<file path="src/rtl/branch_predictor.sv">
// Bimodal branch predictor: a table of 2-bit saturating counters indexed by PC word
// bits, with a registered mispredict pulse and saturating branch/mispredict statistics.
module branch_predictor #(
    parameter int IDX_W = 4,
    parameter int CNT_W = 16
) (
    input  logic             clk_i,
    input  logic             rst_i,
    input  logic [31:0]      pc_i,
    output logic             predict_taken_o,
    input  logic             upd_valid_i,
    input  logic [31:0]      upd_pc_i,
    input  logic             branch_result_i,
    input  logic             upd_predicted_i,
    output logic             mispredict_o,
    output logic [CNT_W-1:0] branch_cnt_o,
    output logic [CNT_W-1:0] mispred_cnt_o
);

    localparam int ENTRIES = 1 << IDX_W;

    localparam logic [1:0] SNT = 2'b00;
    localparam logic [1:0] WNT = 2'b01;
    localparam logic [1:0] ST  = 2'b11;

    logic [1:0]       tbl_q [ENTRIES];
    logic [1:0]       tbl_d [ENTRIES];
    logic             mispredict_q, mispredict_d;
    logic [CNT_W-1:0] branch_cnt_q, branch_cnt_d;
    logic [CNT_W-1:0] mispred_cnt_q, mispred_cnt_d;

    logic [IDX_W-1:0] lookup_idx;
    logic [IDX_W-1:0] upd_idx;

    assign lookup_idx = pc_i[IDX_W+1:2];
    assign upd_idx    = upd_pc_i[IDX_W+1:2];

    // Reads the registered table, so a same-cycle update shows up one cycle later.
    assign predict_taken_o = tbl_q[lookup_idx][1];

    always_comb begin
        for (int i = 0; i < ENTRIES; i++) begin
            tbl_d[i] = tbl_q[i];
            // Gating on upd_valid_i first keeps an X upd_pc_i from reaching the table.
            if (upd_valid_i && (upd_idx == i[IDX_W-1:0])) begin
                if (branch_result_i) begin
                    if (tbl_q[i] != ST) begin
                        tbl_d[i] = tbl_q[i] + 2'd1;
                    end
                end else begin
                    if (tbl_q[i] != SNT) begin
                        tbl_d[i] = tbl_q[i] - 2'd1;
                    end
                end
            end
        end
    end

    always_comb begin
        mispredict_d  = upd_valid_i && (branch_result_i != upd_predicted_i);
        branch_cnt_d  = branch_cnt_q;
        mispred_cnt_d = mispred_cnt_q;
        if (upd_valid_i && (branch_cnt_q != '1)) begin
            branch_cnt_d = branch_cnt_q + 1'b1;
        end
        if (mispredict_d && (mispred_cnt_q != '1)) begin
            mispred_cnt_d = mispred_cnt_q + 1'b1;
        end
    end

    always_ff @(posedge clk_i or negedge rst_i) begin
        if (!rst_i) begin
            for (int i = 0; i < ENTRIES; i++) begin
                tbl_q[i] <= WNT;
            end
            mispredict_q  <= 1'b0;
            branch_cnt_q  <= '0;
            mispred_cnt_q <= '0;
        end else begin
            for (int i = 0; i < ENTRIES; i++) begin
                tbl_q[i] <= tbl_d[i];
            end
            mispredict_q  <= mispredict_d;
            branch_cnt_q  <= branch_cnt_d;
            mispred_cnt_q <= mispred_cnt_d;
        end
    end

    assign mispredict_o  = mispredict_q;
    assign branch_cnt_o  = branch_cnt_q;
    assign mispred_cnt_o = mispred_cnt_q;

endmodule

</file>
<file path="config.mk">
export PLATFORM = sky130hd
export DESIGN_NAME = branch_predictor
export DESIGN_NICKNAME = d
export VERILOG_FILES = /design/src/rtl/branch_predictor.sv
export SDC_FILE = /design/constraint.sdc
export NUM_CORES = 1
export LEC_CHECK = 0
export CORE_MARGIN = 2
export CORE_UTILIZATION = 30
export DETAILED_ROUTE_END_ITERATION = 12
export SYNTH_ARGS = -nofsm -noshare
export SYNTH_HDL_FRONTEND = slang
export SYNTH_SLANG_ARGS = --single-unit
</file>
<file path="constraint.sdc">
create_clock -name clk_i -period 1.6 [get_ports clk_i]
set_input_delay 0.16 -clock clk_i [delete_from_list [all_inputs] [get_ports clk_i]]
set_output_delay 0.16 -clock clk_i [all_outputs]
set_load 0.01 [all_outputs]
</file>
==> summary.txt, run 1 <==
Clocking
  – Clk Latency, worst-skew pair: 0.33 ns
  – Clock Tree Buf Depth: 2
  – CTS buffer count: 9
  – CTS H-Tree Depth: 3
  – TritonCTS sink count: 65
  – Reg clk slew, reported paths: about 0.05 ns
  – Clk root buf: clkbuf_16
  – CTS tree: done

STA
  – Endpoints failing setup: 4
  – Skew final: 0.004983 ns
  – Final WS setup: -0.2500 ns
  – Final worst-path cycle share: 115.6%
  – RSZ-0062 raised after global routing: yes
  – Fin crit period: about 1.9 ns
  – Worst Tran Pin Value: 0.4994 ns
  – Max transition margin: 66.71%
  – Final Hold Vio Count: 0
  – Hold_ws: 0.3379 ns
  – Setup_tns: -0.3847 ns
  – Max Slew Vio Count: 0
  – Fmax achieved: roughly 540 MHz

Synthesis
  – Post-Syn Nets: a little over 400
  – Post-Syn Area: roughly 3500 µm²
  – Synth warn: 0
  – Synth Flop Type: dfrtp_1
  – Post-synthesis sequential area ratio: 47.08%
  – Yosys top cell area share: 35.06%
  – Mapped Cells: between 300 and 400
  – Mean area per synthesized cell: 10.20 µm²
  – Number of flops mapped to enable cells by yosys: 0
  – Cell taking the most area after synthesis: dfrtp_1
  – Top post-synthesis cells by area: dfrtp_1, dfstp_2, o21ai_0
  – #FFs+latches synth: 65
  – Ys async rst share: 100.0%
  – Yosys cell types: 50

Critical path
  – WP data required: 1.44 ns
  – Number of gates on the worst path with buffers counted: 5
  – Critical path class: reg2out
  – Startpoint Class: flip-flop
  – Worst Path Buf+Inv: 1
  – Slowest cell on the critical path: mux4_2
  – Crit path DAT: 1.69 ns
  – Crit-path max FO: 2
  – FF-to-FF path depth: 4
  – CP Capture Type: primary output
  – CP delay by family, top: multiplexers
  – CP cell instances: mux4_2 > nor2b_4 > a211oi_2 > a21oi_1 > buf_2
  – CP max stage delay: 0.47 ns

Power and ir drop
  – Int Power: between 3 and 4 mW
  – Flop pwr share: 37.9%
  – Clock power share: 33.9%
  – Part of the power in combinational logic: 28.2%
  – Max VDD drop: around 0.66 mV
  – PD cells: 1029 nW/µm²
  – LEAKAGE: 2.209 nW
  – NetSw: between 1 and 1.5 mW
  – Net Sw Frac: between 20 and 30%

Route
  – Drt wl/cell: 14.69 µm
  – Final wirelength: 9184 µm
  – DRC: 0
  – Initial DRC Count: around 140
  – Post-route ant nets: 0
  – Vias: approximately 3200
  – Vias per cell: 5.147
  – DRT Pass-1 Iters: 4

Final layout
  – Area delta synth->final: 48.73%
  – Final core occ: about 46%
  – N_diodes: 0
  – # nets final: 549
  – Commonest non-fill, non-tap cells in the layout: buf_4, o21ai_0, dfrtp_1
  – Share of layout cells above drive strength 1: a little over a third
  – Layout Cells excl Fill: 625
  – Most common library cell in the layout ignoring fill and taps: buf_4

Global routing
  – Initial antenna violation count: 0
  – First-pass GRT wire length: 14810 µm
  – Vias in the first global route: 3126
  – Total GRT Usage: 14.68%
  – Largest net degree at the start of global routing: 34
  – Global route total overflow: 0

Min path
  – Min-delay worst type: in2async

Die
  – Die width: 112.0 µm
  – Initial core utilization: 30.63%
  – Die H: 112.0 µm
  – Core area: 11420 µm²
  – Number of placed I/O pins: a little over 100
  – # rows: 39
  – Die area: 12540 µm²

Place
  – Final Wtd Congestion: between 0.7 and 0.8
  – Placed Cells: between 500 and 600
  – DP Worst Slack: -0.6101 ns
  – DP Wirelength: 6356 µm
  – Buffers on Ports: 46

Run
  – Max-cap check violation count: 0

Outcome
  – Failing checks: setup timing
  – Outcome: finished, violations left
==> sequential cells by signal, summed over array words and instances, names as in the netlist <==
register	flops
mispred_cnt_o	16
branch_cnt_o	16
mispredict_o	1
tbl_q	32
==> synthesized netlist by cell type (3+ instances only) <==
library cell,n
inv_1,7
nand4_1,9
dfstp_2,16
a41oi_1,5
nor2b_1,4
clkbuf_1,7
a21oi_1,7
buf_2,3
a31oi_1,12
nor2_1,10
mux4_2,4
o21ai_0,53
and4_1,6
xor2_1,15
xnor2_1,6
dfrtp_1,49
and3_1,4
nand2_1,38
nand3_1,13
a221o_1,15
nor3_1,8
nor3b_1,18
==> metal layers <==
| layer | wire length [µm] | up-vias | part of all wire [%] | global-route usage (%) |
|---|---|---|---|---|
| met5 | 0 | - | 0 | 0 |
| met4 | 183 | 0 | 2.0 | 6.829 |
| met3 | 323 | 14 | 3.5 | 2.667 |
| met2 | 4605 | 61 | 50 | 24.16 |
| met1 | 4072 | 1563 | 44 | 18.81 |
| li1 | - | 1579 | - | - |
==> repair_timing <==
action                     4_1_cts  5_1_grt
hold endpoints to repair         9        0
resized for setup               10       34
buffers inserted                 0       12
pin swaps                        4        8
hold buffers                     1        0
setup endpoints to repair        8       39
==> worst paths after layout <==
kind / startpoint / end / slack (ns)
setup / recovery: tbl_q[25]$_DFFE_PN0P_ / predict_taken_o / -0.25
hold / removal: rst_i / tbl_q[31]$_DFFE_PN0P_ / 0.34
setup reg to reg: branch_cnt_o[1]$_DFFE_PN0P_ / branch_cnt_o[15]$_DFFE_PN0P_ / -0.09
hold reg to reg: mispred_cnt_o[15]$_DFFE_PN0P_ / mispred_cnt_o[15]$_DFFE_PN0P_ / 0.50
max in group asynchronous: rst_i / tbl_q[16]$_DFFE_PN1P_ / 0.61
min in group clk_i: mispred_cnt_o[15]$_DFFE_PN0P_ / mispred_cnt_o[15]$_DFFE_PN0P_ / 0.50
==> final cells by class <==
type | count | area (µm²)
Tap cell | 143 | 178.9
Inverter | 7 | 26.28
Sequential cell | 65 | 1655
Timing Repair Buffer | 136 | 1166
Clock buffer | 15 | 267.8
Fill cell | 1087 | 6217
Multi-Input combinational cell | 259 | 1907
==> worst register-to-register path: stages, from the launching register on <==
cell and delay (ns):
dfrtp_1 0.41, and4_1 0.21, or4b_4 0.50, nor3_4 0.14, mux2_4 0.31
==> cell families after synthesis <==
logic type	share of synthesized area (%)
buffers and inverters	2.433
and+or+nand+nor	21.68
xor gates and xnor gates	5.259
adders and majority gates	0.7154
AOI/OAI and AO/OA	18.57
DFF	47.08
muxes	4.258
==> power groups by stage <==
| stage | clock network, mW | logic (mW) | registers, mW |
|---|---|---|---|
| 6_report | 1.81 | 1.51 | 2.03 |
| 3_3_place_gp | 0 | 1.33 | 2.02 |
| 5_1_grt | 1.93 | 1.65 | 2.04 |
| 4_1_cts | 1.86 | 1.36 | 2.00 |
| 3_5_place_dp | 0 | 1.35 | 2.02 |
| 2_1_floorplan | 0 | 0.394 | 2.14 |
==> stage by stage <==
step / power, mW / cell area [µm²]
after CTS: 5.222 / 4970
after detailed placement: 3.373 / 4678
after global routing: 5.628 / 5201
after floorplan: 2.538 / 3512
after global placement: 3.347 / 4678
final: 5.353 / 5201
No activity file was read; power rests on OpenSTA's default activity.
==> run 2: changes to the inputs <==
Settings changed: CORE_MARGIN 2 to 5.
==> run 2 against run 1 <==
Against the previous run: the flow still finishes with violations (setup timing); cell area is 0.96% lower; setup slack improved by 0.0042 ns; critical path depth rose by 1; count of clock-buffer cells in the layout decreased by 1; highest routed layer unchanged; global-route usage shrank 1.5 points; clock skew grew 0.0012 ns; flip-flop and latch count unchanged; final cell count shrank 1.3%.
==> summary.txt, run 2 (synthesis gave the netlist of run 1 again) <==
Outcome
  – Outcome: finished, violations left
  – Failing checks: setup timing

Critical path
  – FF-to-FF End: branch_cnt_o[15]$_DFFE_PN0P_
  – CP cell instances: clkdlybuf4s50_1 > buf_4 > mux4_2 > mux2i_1 > a21oi_1 > buf_2
  – Crit-path max FO: 3
  – Startpoint Class: input pin
  – Critical R2R Launch: branch_cnt_o[7]$_DFFE_PN0P_
  – CP max stage delay: 0.51 ns
  – Crit path DAT: roughly 1.7 ns
  – Critical path class: in2out
  – R2r setup slk: -0.07 ns
  – CP Capture Type: primary output
  – Critical Path End: predict_taken_o
  – WP data required: 1.44 ns
  – FF-to-FF path depth: 4
  – Slowest cell on the critical path: clkdlybuf4s50_1
  – Crit path from: pc_i[2]

Final layout
  – Layout Cells excl Fill: 617
  – Commonest non-fill, non-tap cells in the layout: buf_4, o21ai_0, dfrtp_1, clkdlybuf4s50_1, nand2_1
  – Most common library cell in the layout ignoring fill and taps: buf_4
  – Final core occ: 45.11%
  – Finished Cell Area: around 5200 µm²
  – Share of layout cells above drive strength 1: 32.70%
  – Area delta synth->final: 47.30%
  – N_diodes: 0
  – Max reg flops: 32
  – Fillcell total: roughly 1100
  – Reg with most FFs: tbl_q
  – Footprint of the multi-input gates: 1888 µm²
  – Register area: roughly 1700 µm²
  – # nets final: 540

Clocking
  – Clk Latency, worst-skew pair: 0.33 ns
  – CTS tree: done
  – Reg clk slew, reported paths: 0.05 ns
  – Clk root buf: clkbuf_16
  – Clock Tree Buf Depth: 2
  – TritonCTS sink count: 65
  – CTS buffer count: 9
  – CTS H-Tree Depth: 3

Global routing
  – Largest net degree at the start of global routing: 66
  – Routing usage on met3: 2.643%
  – Initial antenna violation count: 0
  – First-pass GRT wire length: 15150 µm
  – GR Layer Usage met2: roughly a fifth
  – Global route total overflow: 0
  – Vias in the first global route: 3132
  – Met1 Use GR: between 10% and 20%
  – Grt peak-use layer: met2
  – Total GRT Usage: 13.18%

Route
  – Post-route ant nets: 0
  – Initial DRC Count: 180
  – DRC: 0
  – DRT Pass-1 Iters: 5
  – Vias: roughly 3200
  – Vias per cell: ~5.2
  – Drt wl/cell: about 15 µm
  – Final wirelength: 9186 µm

STA
  – Final WS setup: -0.2458 ns
  – Max Slew Vio Count: 0
  – Skew final: 0.006232 ns
  – Endpoints failing setup: 3
  – Max transition margin: between 60% and 70%
  – Fin crit period: approximately 1.8 ns
  – Final worst-path cycle share: 115.4%
  – Fmax achieved: 541.8 MHz
  – Final Hold Vio Count: 0
  – Hold_ws: 0.3559 ns
  – Worst Tran Pin Value: approximately 0.46 ns
  – RSZ-0062 raised after global routing: yes

Die
  – Core area: ~11000 µm²
  – Initial core utilization: 30.63%
  – Die H: 118.0 µm
  – # rows: 39
  – Die width: 118.0 µm
  – Die area: 13920 µm²
  – Number of placed I/O pins: 103

Place
  – Buffers on Ports: 46
  – Placed Cells: 592
  – DP Worst Slack: -0.6154 ns
  – DP Wirelength: 6399 µm
  – Final Wtd Congestion: 0.7970
  – Placed Area: 4641 µm²

Power and ir drop
  – Clock power share: around 37%
  – Flop pwr share: ~37%
  – NetSw: 1.502 mW
  – LEAKAGE: 2.184 nW
  – Int Power: 4.018 mW
  – Max VDD drop: 0.6432 mV
  – Net Sw Frac: a little over a quarter
  – PD cells: about 1100 nW/µm²
  – Part of the power in combinational logic: 26.8%

Run
  – Max-cap check violation count: 0

Min path
  – Min-delay worst type: in2async
-- run 2: cell count changes in the layout (fill, tap and decap cells not counted), sizes merged --
cell,previous run,this run
clkinv,0,1
buf,91,82
clkbuf,15,14
clkdlybuf4s50,40,42
dlymetal6s2s,4,2
bufinv,0,1
-- run 2: what timing repair did --
item,in CTS,in global routing
cloned,0,0
pin swaps,3,10
hold endpoints to repair,49,0
hold buffers,1,0
endpoints found under the setup margin,7,25
setup buffers,1,7
gates resized for setup,11,23
-- run 2: cell type report --
class                           instances  area share, %
Multi-Input combinational cell        259          36.65
Sequential cell                        65          32.14
Timing Repair Buffer                  127          21.23
Clock buffer                           14          5.319
Tap cell                              143          3.473
Clock inverter                          2         0.6801
Inverter                                7         0.5101
-- run 2: power groups by stage --
stage                     combinational (mW)  sequential (mW)  clock (mW)
after floorplan                        0.394             2.14           0
after global placement                  1.33             2.01           0
after detailed placement                1.36             2.02           0
after CTS                               1.37             2.01        2.08
after global routing                    1.62             2.04        2.16
final                                   1.48             2.02        2.03
-- run 2: worst min-delay path by stage --
stage / startpoint / end / slack [ns]
3_5_place_dp: rst_i / tbl_q[15]$_DFFE_PN0P_ / 0.21
3_3_place_gp: rst_i / tbl_q[15]$_DFFE_PN0P_ / 0.21
6_report: rst_i / tbl_q[15]$_DFFE_PN0P_ / 0.36
2_1_floorplan: rst_i / branch_cnt_o[0]$_DFFE_PN0P_ / -0.14
4_1_cts: rst_i / tbl_q[15]$_DFFE_PN0P_ / 0.39
5_1_grt: rst_i / tbl_q[15]$_DFFE_PN0P_ / 0.40
-- run 2: critical path, delay by kind of cell --
family | cells | cell delay [ns]
buffers and inverters | 3 | 0.80
multiplexers | 2 | 0.63
AO/OA/AOI/OAI | 1 | 0.09
-- run 2: routing by layer --
metal	wire length, µm	share of wire, %
met1	4182	46
met2	4620	50
met3	312	3.4
met4	70	0.76
met5	0	0
-- run 2: stage by stage --
step                      setup TNS [ns]  total power, mW
after floorplan                  -0.2996            2.538
after global placement            -8.310            3.339
after detailed placement          -9.368            3.380
after CTS                        -0.3329            5.461
after global routing             -0.8770            5.824
final                            -0.3287            5.520
